**config.mk**
```make
export PLATFORM = sky130hd
export DESIGN_NAME = mem_port_arbiter
export DESIGN_NICKNAME = d
export VERILOG_FILES = /design/src/rtl/mem_port_arbiter.sv
export SDC_FILE = /design/constraint.sdc
export NUM_CORES = 1
export LEC_CHECK = 0
export CORE_MARGIN = 3
export CORE_UTILIZATION = 55
export CTS_BUF_LIST = sky130_fd_sc_hd__clkbuf_8
export DETAILED_ROUTE_END_ITERATION = 6
export DONT_BUFFER_PORTS = 1
export PLACE_DENSITY = 0.7
export SLEW_MARGIN = 10
export SYNTH_ARGS = -nofsm -noshare
export SYNTH_HDL_FRONTEND = slang
export SYNTH_SLANG_ARGS = --single-unit
```
**constraint.sdc**
```tcl
create_clock -name clk -period 2.8 [get_ports clk]
set_input_delay 0.7 -clock clk [delete_from_list [all_inputs] [get_ports clk]]
set_output_delay 0.7 -clock clk [all_outputs]
set_load 0.01 [all_outputs]
```
**src/rtl/mem_port_arbiter.sv**
```systemverilog
// mem_port_arbiter: single memory port shared by instruction fetch and data
// load/store. Arbitrates, checks alignment/size, runs the addr_ok/data_ok
// handshake downstream and returns one registered response per request.
module mem_port_arbiter #(
   parameter int unsigned TIMEOUT = 255
) (
   input  logic        clk,
   input  logic        resetn,
   input  logic        i_req,
   input  logic [31:0] i_addr,
   output logic        i_ready,
   output logic        i_resp_valid,
   output logic [31:0] i_rdata,
   output logic [1:0]  i_status,
   input  logic        d_req,
   input  logic        d_wen,
   input  logic [31:0] d_addr,
   input  logic [1:0]  d_size,
   input  logic [31:0] d_wdata,
   output logic        d_ready,
   output logic        d_resp_valid,
   output logic [31:0] d_rdata,
   output logic [1:0]  d_status,
   output logic        m_req,
   output logic        m_wen,
   output logic [31:0] m_addr,
   output logic [1:0]  m_size,
   output logic [3:0]  m_strb,
   output logic [31:0] m_wdata,
   input  logic        m_addr_ok,
   input  logic        m_data_ok,
   input  logic [31:0] m_rdata
);

   typedef enum logic [1:0] {IDLE, ADDR, DATA, RESP} state_t;
   typedef enum logic [1:0] {
      ST_OK       = 2'b00,
      ST_MISALIGN = 2'b01,
      ST_TIMEOUT  = 2'b10,
      ST_SIZE     = 2'b11
   } status_t;

   localparam int unsigned   CW      = (TIMEOUT > 1) ? $clog2(TIMEOUT + 1) : 1;
   localparam logic [CW-1:0] TO_LAST = CW'((TIMEOUT > 0) ? TIMEOUT - 1 : 0);

   state_t        state;
   logic          last_grant_d;   // 1 = data won the last accept, 0 = fetch
   logic          owner_d;        // requester owning the transaction in flight
   logic [CW-1:0] cnt;

   logic          grant_d, grant_i, accept, timeout_hit;
   logic          sel_wen;
   logic [31:0]   sel_addr, sel_wdata;
   logic [1:0]    sel_size;
   logic [3:0]    sel_strb;
   status_t       sel_status;

   logic          fin, fin_owner_d;
   status_t       fin_status;
   logic [31:0]   fin_rdata;

   // On a conflict the requester that did not win last time is granted.
   assign grant_d = d_req & (~i_req | ~last_grant_d);
   assign grant_i = i_req & ~grant_d;

   // NOTE: ready is gated by resetn so it stays low while reset is held,
   // even though the state register already reads IDLE.
   assign i_ready = (state == IDLE) & resetn & grant_i;
   assign d_ready = (state == IDLE) & resetn & grant_d;
   assign accept  = i_ready | d_ready;

   assign timeout_hit = (TIMEOUT != 0) && (cnt == TO_LAST);

   // Fields of the granted request, with alignment/size check and byte strobe.
   always_comb begin
      // NOTE: every signal gets a default first so no path leaves it unassigned
      // and no latch is inferred.
      sel_wen    = grant_d ? d_wen : 1'b0;
      sel_addr   = grant_d ? d_addr : i_addr;
      sel_size   = grant_d ? d_size : 2'd2;
      sel_wdata  = grant_d ? d_wdata : 32'h0;
      sel_status = ST_OK;
      sel_strb   = 4'b0000;
      case (sel_size)
         2'd1:    if (sel_addr[0])          sel_status = ST_MISALIGN;
         2'd2:    if (sel_addr[1:0] != 2'd0) sel_status = ST_MISALIGN;
         2'd3:    sel_status = ST_SIZE;
         default: sel_status = ST_OK;
      endcase
      if (sel_wen) begin
         case (sel_size)
            2'd0:    sel_strb = 4'b0001 << sel_addr[1:0];
            2'd1:    sel_strb = 4'b0011 << sel_addr[1:0];
            default: sel_strb = 4'b1111;
         endcase
      end
   end

   // Decide whether the current cycle ends a request, and with what result.
   always_comb begin
      fin         = 1'b0;
      fin_status  = ST_OK;
      fin_rdata   = 32'h0;
      fin_owner_d = (state == IDLE) ? grant_d : owner_d;
      case (state)
         IDLE: begin
            if (accept && sel_status != ST_OK) begin
               fin        = 1'b1;
               fin_status = sel_status;
            end
         end
         ADDR: begin
            if (m_addr_ok && m_data_ok) begin
               fin       = 1'b1;
               fin_rdata = m_wen ? 32'h0 : m_rdata;
            end else if (!m_addr_ok && timeout_hit) begin
               fin        = 1'b1;
               fin_status = ST_TIMEOUT;
            end
         end
         DATA: begin
            if (m_data_ok) begin
               fin       = 1'b1;
               fin_rdata = m_wen ? 32'h0 : m_rdata;
            end else if (timeout_hit) begin
               fin        = 1'b1;
               fin_status = ST_TIMEOUT;
            end
         end
         default: fin = 1'b0;
      endcase
   end

   // Transaction FSM with registered downstream request fields.
   always_ff @(posedge clk or negedge resetn) begin
      if (!resetn) begin
         state        <= IDLE;
         last_grant_d <= 1'b0;
         owner_d      <= 1'b0;
         cnt          <= '0;
         m_req        <= 1'b0;
         m_wen        <= 1'b0;
         m_addr       <= 32'h0;
         m_size       <= 2'd0;
         m_strb       <= 4'b0000;
         m_wdata      <= 32'h0;
      end else begin
         // NOTE: sequential state uses non-blocking assignments so every
         // register samples pre-edge values regardless of statement order.
         case (state)
            IDLE: begin
               if (accept) begin
                  last_grant_d <= grant_d;
                  owner_d      <= grant_d;
                  if (sel_status == ST_OK) begin
                     state   <= ADDR;
                     cnt     <= '0;
                     m_req   <= 1'b1;
                     m_wen   <= sel_wen;
                     m_addr  <= sel_addr;
                     m_size  <= sel_size;
                     m_strb  <= sel_strb;
                     m_wdata <= sel_wdata;
                  end else begin
                     state <= RESP;
                  end
               end
            end
            ADDR: begin
               if (m_addr_ok) begin
                  m_req <= 1'b0;
                  if (m_data_ok) begin
                     state <= RESP;
                  end else begin
                     state <= DATA;
                     cnt   <= '0;
                  end
               end else if (timeout_hit) begin
                  m_req <= 1'b0;
                  state <= RESP;
               end else if (TIMEOUT != 0) begin
                  cnt <= cnt + CW'(1);
               end
            end
            DATA: begin
               if (m_data_ok || timeout_hit) begin
                  state <= RESP;
               end else if (TIMEOUT != 0) begin
                  cnt <= cnt + CW'(1);
               end
            end
            default: state <= IDLE;
         endcase
      end
   end

   // Registered one-cycle response to the owning requester; cleared in RESP.
   always_ff @(posedge clk or negedge resetn) begin
      if (!resetn) begin
         i_resp_valid <= 1'b0;
         i_rdata      <= 32'h0;
         i_status     <= 2'b00;
         d_resp_valid <= 1'b0;
         d_rdata      <= 32'h0;
         d_status     <= 2'b00;
      end else begin
         i_resp_valid <= fin & ~fin_owner_d;
         i_rdata      <= (fin & ~fin_owner_d) ? fin_rdata : 32'h0;
         i_status     <= (fin & ~fin_owner_d) ? fin_status : ST_OK;
         d_resp_valid <= fin & fin_owner_d;
         d_rdata      <= (fin & fin_owner_d) ? fin_rdata : 32'h0;
         d_status     <= (fin & fin_owner_d) ? fin_status : ST_OK;
      end
   end

endmodule

```
==> impl_results.md, run 1 <==
- Gpl congestion: roughly 0.83
- Cell Pwr Density: around 990 nW/µm²
- Antenna viol nets, final: 0
- Clk_skew: 0.0139 ns
- Post-synth net total: slightly above 700
- ANT cells: 0
- First-pass GRT wire length: 23300 µm
- Site row count: 38
- Failing checks: negative hold slack
- WL/cell: 20.4 µm
- Internal: 4.01 mW
- Cell area after synthesis: ~6200 µm²
- Seq/Total Area, Yosys: 0.619
- Ys flop type: dfrtp_1
- Max-slew headroom: 0.316
- Final Power: 6.66 mW
- Worst Path Max Fanout: 36
- Layout net count: around 710
- CTS sink count: around 150
- Yosys top cell area share: 0.619
- Max Root-Sink Buffers: 2
- Vias per cell: about 5.8
- Total track usage: 0.237
- Final Max Slew Viols: 0
- Crit end category: output pin
- Clk pwr share: 0.246
- Mapped Cells: between 500 and 600
- Yosys warns: 0
- H-tree Lvls: 4
- Clk Tree Root Cell: clkbuf_8
- Worst EP required: around 2.1 ns
- CP arrival: 1.92 ns
- Most frequent cells in the layout: dfrtp_1 (153), nand2_1 (112), and3_1 (68)
- Synth unique cells: 43
- Synthesis-to-layout area growth: 8.94%
- Setup WS pre-CTS: around 0.3 ns
- Initial core utilization: 0.566
- Initial antenna violation count: 0
- Slew of the pin with the lowest slew margin: 1.02 ns
- Net Sw Frac: 0.399
- Commonest non-fill, non-tap cell in the layout: dfrtp_1
- Worst hold margin: -0.0502 ns
- Unrepaired setup endpoints after global routing: no
- Dpl hpwl: 10400 µm
- Endpoints failing hold: roughly 120
- CORE AREA: 10900 µm²
- Total grt overflow: 0
- Share of cells above drive strength 1: 0.0991
- Chip Height: 112 µm
- Num CTS Buffers: 17
- Drc violations: 0
- Max IR drop VDD: 0.536 mV
- Period utilization: 0.935
- Min Tclk post-route: 2.62 ns
- Logic gate share of total power: 0.222
- Boundary Pins: 281
- Yosys top cell by area: dfrtp_1
- Cts repair resizes: 0
- Clk_lat worst skew: around 0.44 ns
- Final setup vio count: 0
- Leakage: 3.57 nW
- Starting DRT DRC Count: 452
- Syn Area/Cell: 10.9 µm²
- CP Class: register to output pin
- Vias in the first global route: 4325
- Final worst-path setup slack: 0.183 ns
- Vias post-DR: around 4200
- WL final: 14600 µm
- F_max: 382 MHz
- Crit path launch type: register
- Top cells by area, synth: dfrtp_1 (62%), and3_1 (6.9%), nand2_1 (6.8%)
- Count of input and output buffers: 0
- EDFF count, synth: 0
- Die width: between 100 and 150 µm
- Sequential share of power: 0.532
- Status: complete, but fails checks
- Yosys reg bits: 153
- Drt pass-1 iters: 4
- Largest net degree at the start of global routing: 161
- Switch Pwr: 2.66 mW
- Clock slew at reported path FFs: 0.10 ns
- Die footprint: 12600 µm²
- Max-Cap Viols: 0
- CTS tree: yes
- Worst min-delay path class: primary input to asynchronous set/reset pin
- Setup TNS: 0 ns
- Share of synthesized registers carrying an async set or reset: 1.00
[stage by stage]
step                instances  cell area, µm²  utilization  hold slack, ns
floorplan                 570            6190            -           0.404
global placement          683            6330        0.579           0.407
detailed placement        683            6330        0.579           0.408
CTS                       715            6740        0.616         -0.0807
global route              715            6740        0.616         -0.0973
finish                    715            6740        0.616         -0.0502
[power groups by stage]
stage	registers (mW)	clock network (mW)	logic (mW)
global placement	3.59	0	1.42
global route	3.61	1.80	1.73
detailed placement	3.60	0	1.50
CTS	3.56	1.69	1.50
finish	3.54	1.64	1.48
floorplan	3.41	0	1.15
[final timing paths]
check | slack, ns | cells past startpoint | to | from
setup reg to reg | 0.32 | 5 | i_rdata[9] | state[0]
max in group asynchronous | 2.59 | 0 | state[1] | resetn
hold / removal | -0.05 | 0 | m_addr[3] | resetn
hold reg to reg | 0.50 | 1 | cnt[7] | cnt[7]
min in group clk | 0.38 | 2 | m_wdata[12] | d_wdata[12]
setup / recovery | 0.18 | 3 | d_ready | owner_d
[worst max-delay path: stages (launching register included)]
cell and delay (ns):
dfrtp_1 0.46, a21boi_4 0.25, buf_4 0.45, and3_1 0.32
[registers in the layout, indices dropped and copies added (netlist names)]
register      cells
d_rdata          32
i_rdata          32
m_addr           32
m_wdata          32
cnt               8
m_strb            4
d_status          2
i_status          2
m_size            2
state             2
d_resp_valid      1
i_resp_valid      1
m_req             1
m_wen             1
owner_d           1
[layout make-up]
type | instances | area [µm²]
clock buffers | 17 | 234
clock inverters | 15 | 178
well taps | 140 | 175
inverters | 6 | 22.5
flip-flops and latches | 153 | 3830
fillers | 903 | 4190
multi-input cells | 374 | 2220
repair buffers | 10 | 87.6
[synth_stat cells, drive strengths merged, types with 2 or more instances]
cell and number:
mux2i 34, o21a 2, o211ai 2, and3 68, nand2 112, o21bai 2
nor3 2, a21oi 7, o31ai 9, a31oi 2, nor2 19, nor2b 4
ha 6, buf 7, mux2 2, dfrtp 153, clkbuf 30, a21boi 2
nand3 36, o21ai 40, o41ai 7, nand2b 3, a21o 3, inv 6
and4 2
[layer usage]
layer | track usage | vias up | wire length (µm)
met4 | 0.0697 | 0 | 184
li1 | - | 1950 | -
met3 | 0.122 | 14 | 1760
met1 | 0.274 | 1991 | 5240
met5 | 0 | - | 0
met2 | 0.388 | 200 | 7430
[cells by family (layout without fill, tap and decap cells)]
group	count (synthesis)	after routing	synth area share
adder cells (fa/ha/maj)	6	6	0.0121
flip-flops	153	153	0.619
buffers and inverters	43	48	0.0277
AO/OA/AOI/OAI	80	80	0.0873
multiplexers	36	36	0.0586
AND/OR/NAND/NOR	252	252	0.196
[repair_timing]
| item | 4_1_cts | 5_1_grt |
|---|---|---|
| setup endpoints to repair | 0 | 0 |
| buffers inserted | 0 | 0 |
| endpoints found under the hold margin | 153 | 153 |
No activity file was read; power rests on OpenSTA's default activity.
==> inputs of run 2 (changes only) <==
--- a/config.mk
+++ b/config.mk
@@ -11,7 +11,6 @@
 export DETAILED_ROUTE_END_ITERATION = 6
 export DONT_BUFFER_PORTS = 1
 export PLACE_DENSITY = 0.7
-export SLEW_MARGIN = 10
 export SYNTH_ARGS = -nofsm -noshare
 export SYNTH_HDL_FRONTEND = slang
 export SYNTH_SLANG_ARGS = --single-unit
==> results of run 2 <==
Final layout, timing and power as in run 1 (identical DEF).
